`config.mk`:
```
export PLATFORM = sky130hd
export DESIGN_NAME = spram_arbiter
export DESIGN_NICKNAME = d
export VERILOG_FILES = /design/src/rtl/spram_arb_pkg.sv /design/src/rtl/spram_arb_port.sv /design/src/rtl/spram_arbiter.sv
export SDC_FILE = /design/constraint.sdc
export NUM_CORES = 1
export LEC_CHECK = 0
export CORE_MARGIN = 3
export CORE_UTILIZATION = 35
export DETAILED_ROUTE_END_ITERATION = 8
export MAX_ROUTING_LAYER = met4
export PLACE_DENSITY_LB_ADDON = 0.12
export SLEW_MARGIN = 10
export SYNTH_ARGS = -nofsm -noshare
export SYNTH_HDL_FRONTEND = slang
export SYNTH_SLANG_ARGS = --single-unit
```
`constraint.sdc`:
```
create_clock -name clk -period 4.8 [get_ports clk]
set_clock_uncertainty 0.15 [all_clocks]
set_input_delay 0.48 -clock clk [delete_from_list [all_inputs] [get_ports clk]]
set_output_delay 0.48 -clock clk [all_outputs]
set_load 0.01 [all_outputs]
```
`src/rtl/spram_arb_pkg.sv`:
```
// -----------------------------------------------------------------------------
// spram_arb_pkg
// Shared definitions for the two-port SPRAM arbiter:
//   AW          SPRAM word-address width (byte address bits [16:2])
//   P_CPU/P_AUX port indices (0 = FemtoRV32 bus, 1 = auxiliary master)
//   req_t       one access request: address, write data, byte mask, read flag
//   grant_e     per-cycle grant: nobody, port 0 or port 1
// -----------------------------------------------------------------------------
package spram_arb_pkg;

    localparam int AW    = 15;
    localparam int P_CPU = 0;
    localparam int P_AUX = 1;

    typedef struct packed {
        logic [AW-1:0] addr;
        logic [31:0]   wdata;
        logic [3:0]    wmask;
        logic          is_read;
    } req_t;

    typedef enum logic [1:0] {
        GNT_NONE = 2'd0,
        GNT_P0   = 2'd1,
        GNT_P1   = 2'd2
    } grant_e;

endpackage

```
`src/rtl/spram_arb_port.sv`:
```
// -----------------------------------------------------------------------------
// spram_arb_port
// Per-port front end of the SPRAM arbiter. Turns the native strobe/busy bus
// into a request for the grant logic, parks a losing request in a one-deep
// latch, and returns read data with a hold register so rdata stays stable
// until the port's next read completes.
// Ports:
//   clk, resetq      clock, asynchronous active-low reset
//   addr_i..rstrb_i  the master's live bus signals
//   grant_i          this port owns the SPRAM in the current cycle
//   ram_rdata_i      SPRAM read data (valid one cycle after its address)
//   req_o            effective request (latched one if pending, else live)
//   live_o           a live strobe is being accepted this cycle
//   pend_o           a latched request is waiting
//   rdata_o          read data to the master
//   rbusy_o/wbusy_o  pending read / pending write
// -----------------------------------------------------------------------------
module spram_arb_port
    import spram_arb_pkg::*;
(
    input  logic          clk,
    input  logic          resetq,
    input  logic [AW-1:0] addr_i,
    input  logic [31:0]   wdata_i,
    input  logic [3:0]    wmask_i,
    input  logic          rstrb_i,
    input  logic          grant_i,
    input  logic [31:0]   ram_rdata_i,
    output req_t          req_o,
    output logic          live_o,
    output logic          pend_o,
    output logic [31:0]   rdata_o,
    output logic          rbusy_o,
    output logic          wbusy_o
);

    logic        liveWrite;
    req_t        liveReq;
    logic        pend_q, pend_d;
    req_t        latch_q, latch_d;
    logic        rdv_q, rdv_d;
    logic [31:0] hold_q;

    // A nonzero mask makes it a write even if rstrb is also high. While a
    // request is already latched, new strobes are a protocol violation and
    // are simply not accepted.
    assign liveWrite = |wmask_i;
    assign live_o    = (liveWrite | rstrb_i) & ~pend_q;

    // Live request as seen on the bus this cycle
    always_comb begin
        liveReq.addr    = addr_i;
        liveReq.wdata   = wdata_i;
        liveReq.wmask   = wmask_i;
        liveReq.is_read = ~liveWrite;
    end

    assign req_o  = pend_q ? latch_q : liveReq;
    assign pend_o = pend_q;

    // Latch control: a granted pending request retires; a live strobe that
    // lost arbitration is parked for the next cycle.
    always_comb begin
        pend_d  = pend_q;
        latch_d = latch_q;
        if (pend_q && grant_i) begin
            pend_d = 1'b0;
        end else if (live_o && !grant_i) begin
            pend_d  = 1'b1;
            latch_d = liveReq;
        end
    end

    // Read data arrives from the SPRAM the cycle after a granted read
    assign rdv_d = grant_i & (pend_q | live_o) & req_o.is_read;

    // Latch, read-valid flag and read-data hold register
    always_ff @(posedge clk or negedge resetq) begin
        if (!resetq) begin
            pend_q  <= 1'b0;
            latch_q <= '0;
            rdv_q   <= 1'b0;
            hold_q  <= '0;
        end else begin
            pend_q  <= pend_d;
            latch_q <= latch_d;
            rdv_q   <= rdv_d;
            if (rdv_q) begin
                hold_q <= ram_rdata_i;
            end
        end
    end

    assign rdata_o = rdv_q ? ram_rdata_i : hold_q;

    // Busy is the latch state itself, so it is high for exactly the cycle
    // the parked request is being served.
    assign rbusy_o = pend_q & latch_q.is_read;
    assign wbusy_o = pend_q & ~latch_q.is_read;

endmodule

```
`src/rtl/spram_arbiter.sv`:
```
// -----------------------------------------------------------------------------
// spram_arbiter
// Shares a single ice40up5k SPRAM between the FemtoRV32 bus (port 0) and a
// second bus master (port 1). Uncontested accesses pass straight through with
// zero wait states; a loser is latched and served on the following cycle.
// Configuration macro:
//   SPRAM_ARBITER_RR_EN  defined   -> simultaneous strobes alternate
//                                     (port 1 wins the first contest)
//                        undefined -> port 0 always wins simultaneous strobes
// Ports:
//   clk, resetq                         12 MHz clock, async active-low reset
//   pN_addr/wdata/wmask/rstrb (N=0,1)   master request signals
//   pN_rdata, pN_rbusy, pN_wbusy        master response signals
//   ram_addr, ram_wdata, ram_wen        SPRAM request side
//   ram_rdata                           SPRAM read data
// -----------------------------------------------------------------------------
module spram_arbiter
    import spram_arb_pkg::*;
(
    input  logic          clk,
    input  logic          resetq,
    input  logic [AW-1:0] p0_addr,
    input  logic [31:0]   p0_wdata,
    input  logic [3:0]    p0_wmask,
    input  logic          p0_rstrb,
    output logic [31:0]   p0_rdata,
    output logic          p0_rbusy,
    output logic          p0_wbusy,
    input  logic [AW-1:0] p1_addr,
    input  logic [31:0]   p1_wdata,
    input  logic [3:0]    p1_wmask,
    input  logic          p1_rstrb,
    output logic [31:0]   p1_rdata,
    output logic          p1_rbusy,
    output logic          p1_wbusy,
    output logic [AW-1:0] ram_addr,
    output logic [31:0]   ram_wdata,
    output logic [3:0]    ram_wen,
    input  logic [31:0]   ram_rdata
);

    req_t          req0, req1, selReq;
    logic          live0, live1;
    logic          pend0, pend1;
    grant_e        grant;
    logic          granted;
    logic [AW-1:0] addr_q;

    spram_arb_port u_port0 (
        .clk         (clk),
        .resetq      (resetq),
        .addr_i      (p0_addr),
        .wdata_i     (p0_wdata),
        .wmask_i     (p0_wmask),
        .rstrb_i     (p0_rstrb),
        .grant_i     (grant == GNT_P0),
        .ram_rdata_i (ram_rdata),
        .req_o       (req0),
        .live_o      (live0),
        .pend_o      (pend0),
        .rdata_o     (p0_rdata),
        .rbusy_o     (p0_rbusy),
        .wbusy_o     (p0_wbusy)
    );

    spram_arb_port u_port1 (
        .clk         (clk),
        .resetq      (resetq),
        .addr_i      (p1_addr),
        .wdata_i     (p1_wdata),
        .wmask_i     (p1_wmask),
        .rstrb_i     (p1_rstrb),
        .grant_i     (grant == GNT_P1),
        .ram_rdata_i (ram_rdata),
        .req_o       (req1),
        .live_o      (live1),
        .pend_o      (pend1),
        .rdata_o     (p1_rdata),
        .rbusy_o     (p1_rbusy),
        .wbusy_o     (p1_wbusy)
    );

`ifdef SPRAM_ARBITER_RR_EN
    // last_winner_q = 1 means port 1 won the most recent contest. Reset to 0
    // so port 1 takes the first contest. live_o already excludes pending
    // ports, so both lives high is exactly a contested cycle.
    logic last_winner_q;
    logic contested;

    assign contested = live0 & live1;

    always_ff @(posedge clk or negedge resetq) begin
        if (!resetq) begin
            last_winner_q <= 1'b0;
        end else if (contested) begin
            last_winner_q <= (grant == GNT_P1);
        end
    end
`endif

    // Grant: a parked request always goes first (at most one can exist),
    // then live strobes, with the tie-break selected by the build option.
    always_comb begin
        grant = GNT_NONE;
        if (pend0) begin
            grant = GNT_P0;
        end else if (pend1) begin
            grant = GNT_P1;
        end else if (live0 && live1) begin
`ifdef SPRAM_ARBITER_RR_EN
            grant = last_winner_q ? GNT_P0 : GNT_P1;
`else
            grant = GNT_P0;
`endif
        end else if (live0) begin
            grant = GNT_P0;
        end else if (live1) begin
            grant = GNT_P1;
        end
    end

    // SPRAM request mux
    always_comb begin
        selReq = req0;
        if (grant == GNT_P1) begin
            selReq = req1;
        end
    end

    assign granted   = (grant != GNT_NONE);
    assign ram_addr  = granted ? selReq.addr : addr_q;
    assign ram_wdata = granted ? selReq.wdata : 32'h0;
    assign ram_wen   = (granted && !selReq.is_read) ? selReq.wmask : 4'h0;

    // Idle cycles keep presenting the last granted address
    always_ff @(posedge clk or negedge resetq) begin
        if (!resetq) begin
            addr_q <= '0;
        end else if (granted) begin
            addr_q <= selReq.addr;
        end
    end

endmodule

```
==> results.txt <==
The run finished, with violations left. The checks that failed: hold timing. The part of the cycle the worst path needs is 0.851. The number of enable flip-flop cells after synthesis is 0. The root cell of the clock tree is clkbuf_16. At the worst endpoint, the required time is 4.17 ns. After clock tree synthesis, the setup repair step added 0 buffers. The initial core utilization came out at 0.360. The number of design rule violations left after detail routing came out at 0.

The largest vdd supply drop came out at around 0.00023 V. The clock network latency to the later pin of the worst-skew pair came out at 0.44 ns. The filler cells instantiated in the layout total 2076.

The most used flip-flop cell after synthesis is dfrtp_1. The post-layout minimum cycle time is 4.09 ns. At the placement stage, the worst setup path has a slack of 0.735 ns.

The count of cells resized by post-cts repair came out at 0. The total routing usage reported by global routing is 0.189. The final global-route overflow total is 0. The final core utilization is 0.508. The pin slew with the least headroom to its limit is 1.18 ns. The leakage power summed over all cells is 5.05 nW. The wire length of the first global-routing pass is between 30000 and 40000 um. The final routed wirelength across all metal layers came out at 24300 um. The setup TNS is 0 ns. The number of rows in the core area is 56.

The maximum number of buffers from clock root to sink is 2. The number of global-route vias before repair is approximately 6.7k. The CTS clock-pin slew for the worst setup and hold paths came out at 0.08 ns.

The most frequently used cell type in the post-synthesis netlist is dfrtp_1. The area added between synthesis and finish is 40.9%. Pin placement for this block handled approximately 260 I/O pins.

The number of DRC markers in iteration 0 is 283. After detailed routing, the average wire length per cell comes to roughly 20 um. The maximum clock frequency is 245 MHz. The slack of the critical path came out at 0.713 ns. The post-synthesis net count came out at 757.

Summed over all nets, the half-perimeter wirelength after detailed placement is 16500 um. The worst setup path is captured at an output pin. The largest total area in the synthesized netlist belongs to dfrtp_1. The cts-stage hold buffer count came out at 0. The total clock sinks is 187.

The detailed-routing iteration count for the pre-antenna-repair pass came out at 6. Traced cell by cell, the critical path runs through clkdlybuf4s50_1 -> or4_1 -> o22ai_4 -> nand2_2 -> a221oi_1 -> clkdlybuf4s50_1. The slowest cell on the critical path is or4_1. The arrival time of data at the critical path endpoint came out at 3.46 ns. The final layout contains 998 nets. The synthesized area divided by synthesized cell count is 13.9 um^2.

The largest net degree at the start of global routing came out at around 110. The critical path's most frequent cell is clkdlybuf4s50_1. The number of instances in the synthesized netlist came out at 619. The number of slew-limit violations in the final report came out at 0. The count of state elements after synthesis is roughly 190. Dividing the detail-routed via count by the number of cells gives 5.06. The register-to-register setup slack came out at 1.71 ns.

The count of final hold-check violations came out at 1. The count of input and output buffers is 256. The largest fanout on the critical path came out at 27.

The overall die area is 26500 um^2. Across all hold checks on the routed design, the worst slack comes to -0.000232 ns. The share of the synthesized area in the top cell type came out at 0.545. After synthesis the cells add up to 8590 um^2.

The power per cell area came out at 371 nW/um^2. The count of final setup violators is 0. The core outline area is 23800 um^2. The worst relative slew slack is 0.216.

CTS built an H-tree with a depth of 4. The layout cell share with drive strength beyond 1 is 0.268. The share of async-settable or async-resettable flops after synthesis is 1.00. TritonCTS built the clock tree. Setup repair after global routing left no endpoint under its margin. The number of antenna violations at the first check in global routing was 2. The area taken by flip-flops and latches came out at 4690 um^2. The startpoint type of the worst setup path is a primary input. After the flow finishes, the layout carries non-filler instances totaling 1194. The number of routed nets with antenna violations is 0. The area used by multi-input combinational logic came out at 3690 um^2. The total number of vias is 6043.

The weighted congestion at the end of routability-driven global placement is slightly above 0.8. The number of violations of the max-capacitance limit is 0. The die width came out at 163 um.

Ranked by total cell area, the synthesized netlist is headed by dfrtp_1 54%, mux2_2 24%, mux2i_1 12%. The clock buffer count from CTS is 17. In this design, the stage delay of the slowest critical-path cell is 0.75 ns.

Yosys mapped the design onto 29 distinct sky130hd cell types. The proportion of synthesized chip area in sequential cells is 0.545. The die boundary height is 163 um.

Ranked by instance count, the synthesized netlist is headed by 187 x dfrtp_1, 181 x mux2_2, 99 x mux2i_1, 33 x o22ai_1, 18 x clkbuf_1. The critical path start-end classification is primary input to output pin. The cell count after placement is approximately 1.2k. Yosys printed 0 warnings.

The path class of the tightest hold or removal check is primary input to asynchronous set/reset pin.
power breakdown:
part	switching, mW	internal [mW]
logic	0.423	0.639
clock network	0.701	0.854
registers	0.0760	1.79
total	1.20	3.29
cell usage in the layout, fill, tap and decap left out, types with 2 or more instances in the layout:
| cell type | n |
|---|---|
| a211oi_1 | 4 |
| a21oi_1 | 3 |
| a221oi_1 | 4 |
| buf_4 | 12 |
| bufinv_16 | 3 |
| clkbuf_16 | 17 |
| clkdlybuf4s50_1 | 255 |
| clkinv_4 | 2 |
| clkinv_8 | 3 |
| dfrtp_1 | 185 |
| dfrtp_4 | 2 |
| diode_2 | 2 |
| inv_1 | 5 |
| inv_6 | 4 |
| inv_8 | 3 |
| mux2_2 | 181 |
| mux2i_1 | 99 |
| nand2_1 | 17 |
| nor2_1 | 6 |
| nor2b_1 | 5 |
| o221ai_1 | 15 |
| o22ai_1 | 33 |
| or2_2 | 2 |
| or4_1 | 2 |
through the flow:
stage	instance area [um^2]	power (mW)
2_1_floorplan	8590	2.33
3_3_place_gp	11400	2.94
3_5_place_dp	11400	2.98
4_1_cts	12100	4.55
5_1_grt	12100	4.70
6_report	12100	4.49
registers in the layout, summed over array words and instances (netlist names):
name and count:
addr_q 15, u_port0.hold_q 32, u_port0.latch_q 52, u_port0.pend_o 1
u_port0.rdv_q 1, u_port1.hold_q 32, u_port1.latch_q 52, u_port1.pend_o 1
u_port1.rdv_q 1
worst paths after layout:
check / from / endpoint / cells past startpoint
max: p0_wmask[1] / ram_wen[1] / 6
max reg2reg: u_port0.pend_o / u_port1.latch_q[16] / 5
max in group asynchronous: resetq / u_port1.pend_o / 2
min: resetq / u_port0.hold_q[7] / 1
min in group clk: u_port0.hold_q[15] / u_port0.hold_q[15] / 1
min reg2reg: u_port0.hold_q[15] / u_port0.hold_q[15] / 1
routing by layer:
layer	track usage	vias up	share of wire
li1	-	2758	-
met2	0.299	188	0.47
met3	0.0557	17	0.069
met4	0.0392	0	0.0091
met5	-	-	0
met1	0.244	3080	0.45
worst max-delay path: cells and delay by family:
kind	cells	cell delay (ns)
AND/OR/NAND/NOR	2	1.18
buffers and inverters	2	1.07
AO/OA/AOI/OAI	2	0.72
area by class of cell:
cell class	instances	share of cell area
Multi-Input combinational cell	381	0.305
Timing Repair Buffer	268	0.219
Antenna cell	2	0.000414
Inverter	5	0.00155
Sequential cell	187	0.387
Clock inverter	15	0.0186
Tap cell	319	0.0330
Clock buffer	17	0.0351
logic make-up (layout without fill, tap and decap cells):
family | count (synthesis) | count (layout) | synth area share
buf+inv | 51 | 305 | 0.0284
other cells | 0 | 2 | 0
compound gates | 64 | 64 | 0.0538
flops | 187 | 187 | 0.545
simple gates | 37 | 37 | 0.0201
mux | 280 | 280 | 0.353
(Power assumes the default switching activity.)
